`src/rtl/fetch_stage.sv`:
```
// Instruction fetch stage: PC register, IF/ID pipeline register and a START/RUN/HALT
// controller with branch redirect, hazard stall and halt-on-HLT_WORD.
module fetch_stage #(
    parameter logic [31:0] HLT_WORD = 32'hD440_0000
) (
    input  logic        clk,
    input  logic        rst,
    input  logic        stall,
    input  logic        branch_taken,
    input  logic [63:0] branch_target,
    output logic [63:0] imem_addr,
    input  logic [31:0] imem_rdata,
    output logic [63:0] if_id_pc,
    output logic [31:0] if_id_instruction,
    output logic        if_id_valid,
    output logic        halted,
    output logic        misaligned,
    output logic [31:0] fetch_count
);

    typedef enum logic [1:0] {
        START = 2'd0,
        RUN   = 2'd1,
        HALT  = 2'd2
    } state_t;

    state_t      state_q, state_d;
    logic [63:0] pc_q, pc_d;
    logic [63:0] if_id_pc_q, if_id_pc_d;
    logic [31:0] if_id_instr_q, if_id_instr_d;
    logic        if_id_valid_q, if_id_valid_d;
    logic        halted_q, halted_d;
    logic        misaligned_q, misaligned_d;
    logic [31:0] fetch_count_q, fetch_count_d;

    logic        is_hlt;
    assign is_hlt = (imem_rdata == HLT_WORD);

    // State register
    always_ff @(posedge clk) begin
        if (rst) begin
            state_q <= START;
        end else begin
            state_q <= state_d;
        end
    end

    // Next-state logic
    always_comb begin
        state_d = state_q;
        case (state_q)
            START: state_d = RUN;
            RUN: begin
                if (branch_taken)  state_d = RUN;
                else if (stall)    state_d = RUN;
                else if (is_hlt)   state_d = HALT;
                else               state_d = RUN;
            end
            HALT:    state_d = branch_taken ? RUN : HALT;
            default: state_d = START;
        endcase
    end

    // Datapath / output logic; a bubble keeps the PC of the squashed slot.
    always_comb begin
        pc_d          = pc_q;
        if_id_pc_d    = if_id_pc_q;
        if_id_instr_d = if_id_instr_q;
        if_id_valid_d = if_id_valid_q;
        misaligned_d  = misaligned_q;
        fetch_count_d = fetch_count_q;
        case (state_q)
            START: begin
                if_id_pc_d    = pc_q;
                if_id_instr_d = 32'h0000_0000;
                if_id_valid_d = 1'b0;
            end
            RUN: begin
                if (branch_taken) begin
                    pc_d          = {branch_target[63:2], 2'b00};
                    misaligned_d  = misaligned_q | (branch_target[1:0] != 2'b00);
                    if_id_pc_d    = pc_q;
                    if_id_instr_d = 32'h0000_0000;
                    if_id_valid_d = 1'b0;
                end else if (!stall) begin
                    if_id_pc_d    = pc_q;
                    if_id_instr_d = imem_rdata;
                    if_id_valid_d = 1'b1;
                    fetch_count_d = fetch_count_q + 32'd1;
                    if (!is_hlt) begin
                        pc_d = pc_q + 64'd4;
                    end
                end
            end
            HALT: begin
                if (branch_taken) begin
                    pc_d          = {branch_target[63:2], 2'b00};
                    misaligned_d  = misaligned_q | (branch_target[1:0] != 2'b00);
                    if_id_pc_d    = pc_q;
                    if_id_instr_d = 32'h0000_0000;
                    if_id_valid_d = 1'b0;
                end else if (!stall) begin
                    if_id_pc_d    = pc_q;
                    if_id_instr_d = 32'h0000_0000;
                    if_id_valid_d = 1'b0;
                end
            end
            default: ;
        endcase
        halted_d = (state_d == HALT);
    end

    always_ff @(posedge clk) begin
        if (rst) begin
            pc_q          <= 64'd0;
            if_id_pc_q    <= 64'd0;
            if_id_instr_q <= 32'd0;
            if_id_valid_q <= 1'b0;
            halted_q      <= 1'b0;
            misaligned_q  <= 1'b0;
            fetch_count_q <= 32'd0;
        end else begin
            pc_q          <= pc_d;
            if_id_pc_q    <= if_id_pc_d;
            if_id_instr_q <= if_id_instr_d;
            if_id_valid_q <= if_id_valid_d;
            halted_q      <= halted_d;
            misaligned_q  <= misaligned_d;
            fetch_count_q <= fetch_count_d;
        end
    end

    assign imem_addr         = pc_q;
    assign if_id_pc          = if_id_pc_q;
    assign if_id_instruction = if_id_instr_q;
    assign if_id_valid       = if_id_valid_q;
    assign halted            = halted_q;
    assign misaligned        = misaligned_q;
    assign fetch_count       = fetch_count_q;

endmodule

```
`config.mk`:
```
export PLATFORM = sky130hd
export DESIGN_NAME = fetch_stage
export DESIGN_NICKNAME = d
export VERILOG_FILES = /design/src/rtl/fetch_stage.sv
export SDC_FILE = /design/constraint.sdc
export NUM_CORES = 1
export LEC_CHECK = 0
export CAP_MARGIN = 30
export CORE_ASPECT_RATIO = 0.75
export CORE_MARGIN = 2
export CORE_UTILIZATION = 52
export CTS_BUF_LIST = sky130_fd_sc_hd__clkbuf_4
export CTS_CLUSTER_SIZE = 14
export DETAILED_ROUTE_END_ITERATION = 6
export PLACE_DENSITY = 0.86
export RECOVER_POWER = 100
export REMOVE_ABC_BUFFERS = 1
export SYNTH_ARGS = -nofsm -noshare
export SYNTH_HDL_FRONTEND = slang
export SYNTH_SLANG_ARGS = --single-unit
```
`constraint.sdc`:
```
create_clock -name clk -period 6.7 [get_ports clk]
set_input_delay 1.005 -clock clk [delete_from_list [all_inputs] [get_ports clk]]
set_output_delay 1.005 -clock clk [all_outputs]
set_load 0.01 [all_outputs]
```
==> results of run 1 <==
report_power, final:
group | switching [mW] | internal [mW]
sequential | 0.0490 | 1.19
combinational | 0.161 | 0.148
clock | 0.438 | 0.162
total | 0.649 | 1.50
registers in the layout (all words and copies together), names as in the netlist:
register           flops
fetch_count           32
halted                 1
if_id_instruction     32
if_id_pc              62
if_id_valid            1
imem_addr             62
misaligned             1
state_q                2
critical path, stage by stage:
cell and delay, ns:
dlygate4sd3_1 0.55, nor4b_1 0.47, nand4_1 0.13, or3_1 0.43, nand2_1 0.56, clkbuf_1 1.52
o21ai_0 0.33, a21oi_1 0.24
cell families after synthesis:
logic type	Yosys count	share of synthesized area, %
simple gates	521	27.4
buf+inv	109	5.62
flops	193	42.0
xor+xnor	29	2.76
compound gates	316	21.2
mux	1	0.109
fa+ha+maj	6	0.817
other cells	1	0.0408
metal layers:
layer | GRT usage [%] | share of wire [%] | up-vias
li1 | - | - | 4657
met1 | 44.5 | 44 | 4664
met2 | 46.8 | 45 | 443
met3 | 5.93 | 7.4 | 78
met4 | 13.8 | 3.9 | 0
met5 | 0 | 0 | -
worst max-delay path by stage:
stage                   start         endpoint  slack [ns]  depth (start not counted)
6_report       imem_rdata[14]    imem_addr[53]        1.98                          8
4_1_cts          branch_taken  fetch_count[26]        3.63                          8
3_3_place_gp   imem_rdata[14]    imem_addr[54]        2.86                          7
3_5_place_dp     branch_taken  fetch_count[26]        2.95                          8
5_1_grt          branch_taken  fetch_count[26]        1.75                          8
2_1_floorplan           stall  fetch_count[24]        1.89                          6
cell type report:
type                            count  area (sq um)
Sequential cell                   193          3860
Fill cell                        1446          5210
Clock inverter                     13           106
Tap cell                          242           303
Multi-Input combinational cell    877          4830
Timing Repair Buffer              301          2990
Clock buffer                       19           143
Inverter                           15          56.3
placed cells by master (no fill, tap or decap), drive strengths merged, types with 24 or more instances in the layout:
| cell | Yosys | layout |
|---|---|---|
| a22oi | 33 | 33 |
| nor2 | 110 | 110 |
| o21ai | 54 | 54 |
| nor3 | 24 | 24 |
| nand4 | 40 | 40 |
| dlygate4sd3 | 0 | 193 |
| nand2 | 212 | 212 |
| a21oi | 143 | 143 |
| nand3 | 38 | 38 |
| nor4 | 30 | 30 |
| clkdlybuf4s50 | 0 | 96 |
| dfxtp | 193 | 193 |
==> results by group, run 1 <==
Critical path
  • Flop2flop setup slack: 2.23 ns
  • Critical path class: in2reg
  • R2r startpoint: state_q[0]
  • CP required: 7.23 ns
  • Reg2reg end: imem_addr[48]
  • R2R depth: 8
  • Crit end category: flip-flop
  • Critical path fanouts, max: 47
  • WP data arrival: 5.25 ns
  • Startpoint Class: primary input

GRT
  • Overflow after GRT: 0
  • Antenna violations before repair: 0
  • Largest net degree at the start of global routing: 100
  • Tot GR Track Use: 31.5%
  • Global-route wire length before repair: 47400 microns
  • Vias in the first global route: 9100

Timing
  • Period minus WS final: 4.72 ns
  • RSZ-0062 raised after global routing: no
  • Setup TNS: 0 ns
  • Worst-Margin Slew: 2.36 ns
  • Fin. max-slew vios: 145
  • Final setup fails: 0
  • Tcrit/Tclk final: 70.5%
  • Fmax: 0.212 GHz
  • Final Hold Fails: 0
  • Fin Clk Skew: 0.0182 ns
  • PnR worst setup slack: 1.98 ns
  • Worst hold margin: 0.461 ns
  • Slew HR: -57.4%

Power and ir drop
  • Pwr Density: 174 nW/um^2
  • Peak VDD IR: 0.122 mV
  • Static leakage: 4.61 nW
  • Overall power: 2.14 mW

Final layout
  • Syn-to-layout area delta: 33.8%
  • Post-layout util: 70.2%
  • Layout cell share with drive strength beyond 1: 4.87%
  • Fin nets: 1511
  • Diodes inserted: 0
  • Final Cell Area: 12300 sq um
  • Finished Layout Cells: 1660

Clock network
  • CTS Hold Bufs: 0
  • CTS resizes: 0
  • Clock Tree Buf Depth: 2
  • Clock latency on the worst-skew pair: 0.60 ns
  • Root Buffer: clkbuf_4
  • CTS H-Tree Depth: 4
  • Clk sink count: 193
  • CTS Buf Count: 17
  • # Post-CTS Setup Buffers: 0
  • Worst-path clk slew: 0.16 ns
  • CTS tree: built

Floorplan
  • Initial core utilization: 52.5%
  • Area of the core: 17500 sq um
  • Row Count: 42
  • Number of I/O pins: 295
  • Chip height: 119 microns
  • Die ar.: 18800 sq um
  • Die W: 158 microns

Logic synthesis
  • Yosys top cell by area: dfxtp_1
  • Seq cells post-synth: 193
  • Commonest cells in the netlist: nand2_1 (212), dfxtp_1 (193), a21oi_1 (142), nor2_1 (109), clkbuf_1 (67)
  • Post-synth EDFFs: 0
  • Synth top area cells: dfxtp_1 (42%), nand2_1 (8.7%), a21oi_1 (7.7%)
  • Post-synthesis cell type count: 74
  • Most used DFF post-synth: dfxtp_1
  • Top-count cell post-synth: nand2_1
  • Sequential share of the synthesized area: 42.0%
  • Mapped Area: 9190 sq um
  • Ys async rst share: 0%
  • Post-Synthesis Cells: 1176
  • YS warnings: 0
  • Syn Area/Cell: 7.81 sq um
  • Top cell type's share of synthesized area: 42.0%

Place
  • Port Buffers: 290
  • Placed cells: 1628
  • Placed inst area: 12100 sq um
  • Gp weighted congestion: 0.875
  • Place WS: 2.95 ns
  • DP Wirelength: 20800 microns

Hold path
  • WHS Path Cells: 2
  • Worst Hold Launch: if_id_pc[62]
  • Min-Delay Path Class: reg2reg
  • Hold endpoint: if_id_pc[62]

Routing
  • DRT Pass-1 Iters: 6
  • Via density: 5.93
  • Drt total wl: 29800 microns
  • Detailed-route DRC error count: 0
  • Final ANT Viol Nets: 0
  • Iter 0 DRT Violations: 934
  • Routed via count: 9842
  • Avg WL per Cell: 18.0 microns

Outcome
  • Outcome: complete, but fails checks
  • Failing checks: capacitance limit, slew limit

Job
  • Max Cap Violations: 4
(Power assumes the default switching activity.)
==> inputs of run 2 (changes only) <==
Settings changed: CORE_UTILIZATION 52 to 43, PLACE_DENSITY 0.86 to 0.75.
Clock period 6.7 ns to 3.85 ns, I/O delays scaled along.
==> run 2 against run 1 <==
Net effect:
- the run still ends with capacitance limit, slew limit left
- critical path depth stayed put
- final area is 1.2% higher
- via count is 1.1% lower
==> results by group, run 2 (same netlist as run 1, synthesis figures left out) <==
Outcome
  • Outcome: complete, but fails checks (unchanged)
  • Failing checks: capacitance limit, slew limit (unchanged)

Routing
  • Via density: 5.68 (was 5.93)
  • Detailed-route DRC error count: 0 (unchanged)
  • Routed via count: 9737 (was 9842)
  • DRT Pass-1 Iters: 5 (was 6)
  • Drt total wl: 30700 microns (was 29800 microns)
  • Iter 0 DRT Violations: 1019 (was 934)
  • Final ANT Viol Nets: 0 (unchanged)
  • Avg WL per Cell: 17.9 microns (was 18.0 microns)

Critical path
  • Worst path depth: 8 (unchanged)
  • Flop2flop setup slack: 0.85 ns (was 2.23 ns)
  • CP required: 4.35 ns (was 7.23 ns)
  • WP data arrival: 3.79 ns (was 5.25 ns)
  • Crit-path cells: dlygate4sd3_1, nor4b_1, nand4_1, or3_1, nand2_2, clkbuf_2, nor2_1, a32o_1 (was dlygate4sd3_1, nor4b_1, nand4_1, or3_1, nand2_1, clkbuf_1, o21ai_0, a21oi_1)
  • Buf/Inv on CP: 2 (unchanged)
  • Cell family with most CP delay: buffers and inverters (unchanged)
  • Worst path max stage delay: 1.00 ns (was 1.52 ns)
  • R2R depth: 6 (was 8)
  • Startpoint Class: primary input (unchanged)
  • Critical path's slowest cell: clkbuf_2 (was clkbuf_1)
  • Crit end category: flip-flop (unchanged)
  • Critical path class: in2reg (unchanged)
  • Critical path startpoint: imem_rdata[14] (unchanged)
  • R2r startpoint: imem_addr[7] (was state_q[0])
  • Critical path fanouts, max: 64 (was 47)

GRT
  • Tot GR Track Use: 26.2% (was 31.5%)
  • Overflow after GRT: 0 (unchanged)
  • Largest net degree at the start of global routing: 88 (was 100)
  • Antenna violations before repair: 4 (was 0)
  • Vias in the first global route: 8660 (was 9100)
  • Global-route wire length before repair: 47700 microns (was 47400 microns)

Clock network
  • Clk sink count: 193 (unchanged)
  • CTS Buf Count: 17 (unchanged)
  • Root Buffer: clkbuf_4 (unchanged)
  • Clock latency on the worst-skew pair: 0.60 ns (about the same)
  • Clock Tree Buf Depth: 2 (unchanged)
  • CTS H-Tree Depth: 4 (unchanged)
  • Worst-path clk slew: 0.16 ns (about the same)
  • CTS resizes: 0 (unchanged)
  • # Post-CTS Setup Buffers: 0 (unchanged)
  • CTS Hold Bufs: 0 (unchanged)
  • CTS tree: built (unchanged)

Timing
  • Fin Clk Skew: 0.0328 ns (was 0.0182 ns)
  • Slew HR: -24.0% (was -57.4%)
  • Worst-Margin Slew: 1.86 ns (was 2.36 ns)
  • Tcrit/Tclk final: 85.5%
  • RSZ-0062 raised after global routing: no (unchanged)
  • Period minus WS final: 3.29 ns
  • Fmax: 0.304 GHz
  • Final Hold Fails: 0 (unchanged)
  • Fin. max-slew vios: 88 (was 145)
  • Final setup fails: 0 (unchanged)
  • Worst hold margin: 0.332 ns (was 0.461 ns)

Power and ir drop
  • Static leakage: 4.62 nW (was 4.61 nW)
  • Pwr Density: 305 nW/um^2 (was 174 nW/um^2)
  • Overall power: 3.80 mW (was 2.14 mW)
  • Peak VDD IR: 0.156 mV (was 0.122 mV)

Floorplan
  • Row Count: 46 (was 42)
  • Die ar.: 22600 sq um (was 18800 sq um)
  • Die W: 173 microns (was 158 microns)
  • Initial core utilization: 43.6% (was 52.5%)
  • Number of I/O pins: 295 (unchanged)
  • Chip height: 131 microns (was 119 microns)
  • Area of the core: 21100 sq um (was 17500 sq um)

Place
  • Port Buffers: 290 (unchanged)
  • Gp weighted congestion: 0.859 (was 0.875)
  • DP Wirelength: 21500 microns (was 20800 microns)

Final layout
  • Fin nets: 1517 (was 1511)
  • Syn-to-layout area delta: 35.3% (was 33.8%)
  • Layout cell share with drive strength beyond 1: 5.20% (was 4.87%)
  • Most frequent cells in the layout: nand2_1 (211), dfxtp_1 (193), dlygate4sd3_1 (192) (was nand2_1 (212), dfxtp_1 (193), dlygate4sd3_1 (193))
  • Commonest non-fill, non-tap cell in the layout: nand2_1 (unchanged)

Hold path
  • WHS Path Cells: 2 (unchanged)
  • Min-Delay Path Class: in2reg (was reg2reg)
  • Worst Hold Launch: rst (was if_id_pc[62])

Job
  • Max Cap Violations: 1 (was 4)
==> run 2: area by class of cell <==
type / instances / area, sq um
Timing Repair Buffer: 307 / 3050
Fill cell: 1939 / 8630
Tap cell: 288 / 360
Antenna cell: 2 / 5.00
Multi-Input combinational cell: 877 / 4830
Inverter: 15 / 56.3
Clock buffer: 18 / 135
Clock inverter: 14 / 133
Sequential cell: 193 / 3860
==> run 2: final timing paths <==
kind / to
setup / recovery: imem_addr[54]
hold / removal: if_id_pc[18]
setup reg to reg: imem_addr[63]
hold reg to reg: misaligned
==> run 2: worst register-to-register path, cell delays in order, from the launching register on <==
cell      delay, ns
dfxtp_1        0.54
nand4_1        0.31
or4_1          0.68
or3_1          0.69
nor4_1         0.39
a211oi_1       0.07
o31ai_1        0.23
==> run 2: layer usage <==
layer	up-vias	share of wire [%]	GRT usage, %
li1	4683	-	-
met1	4575	46	37.2
met2	414	43	39.1
met3	61	8.0	6.05
met4	4	2.7	9.17
met5	-	0.081	0
==> run 2: power breakdown <==
group / internal (mW) / total [mW] / switching [mW]
registers: 2.06 / 2.15 / 0.0823
logic: 0.262 / 0.551 / 0.289
clock network: 0.337 / 1.10 / 0.762
total: 2.66 / 3.80 / 1.13
==> run 2: metrics by stage <==
stage / setup WS, ns / std cells / setup TNS, ns / utilization [%] / area, sq um
detailed placement: 0.634 / 1680 / 0 / 58.0 / 12200
floorplan: -0.546 / 1085 / -6.65 / - / 8740
CTS: 0.999 / 1712 / 0 / 59.3 / 12500
finish: 0.559 / 1714 / 0 / 59.0 / 12400
global placement: 0.664 / 1680 / 0 / 58.0 / 12200
global route: 0.419 / 1713 / 0 / 59.0 / 12400
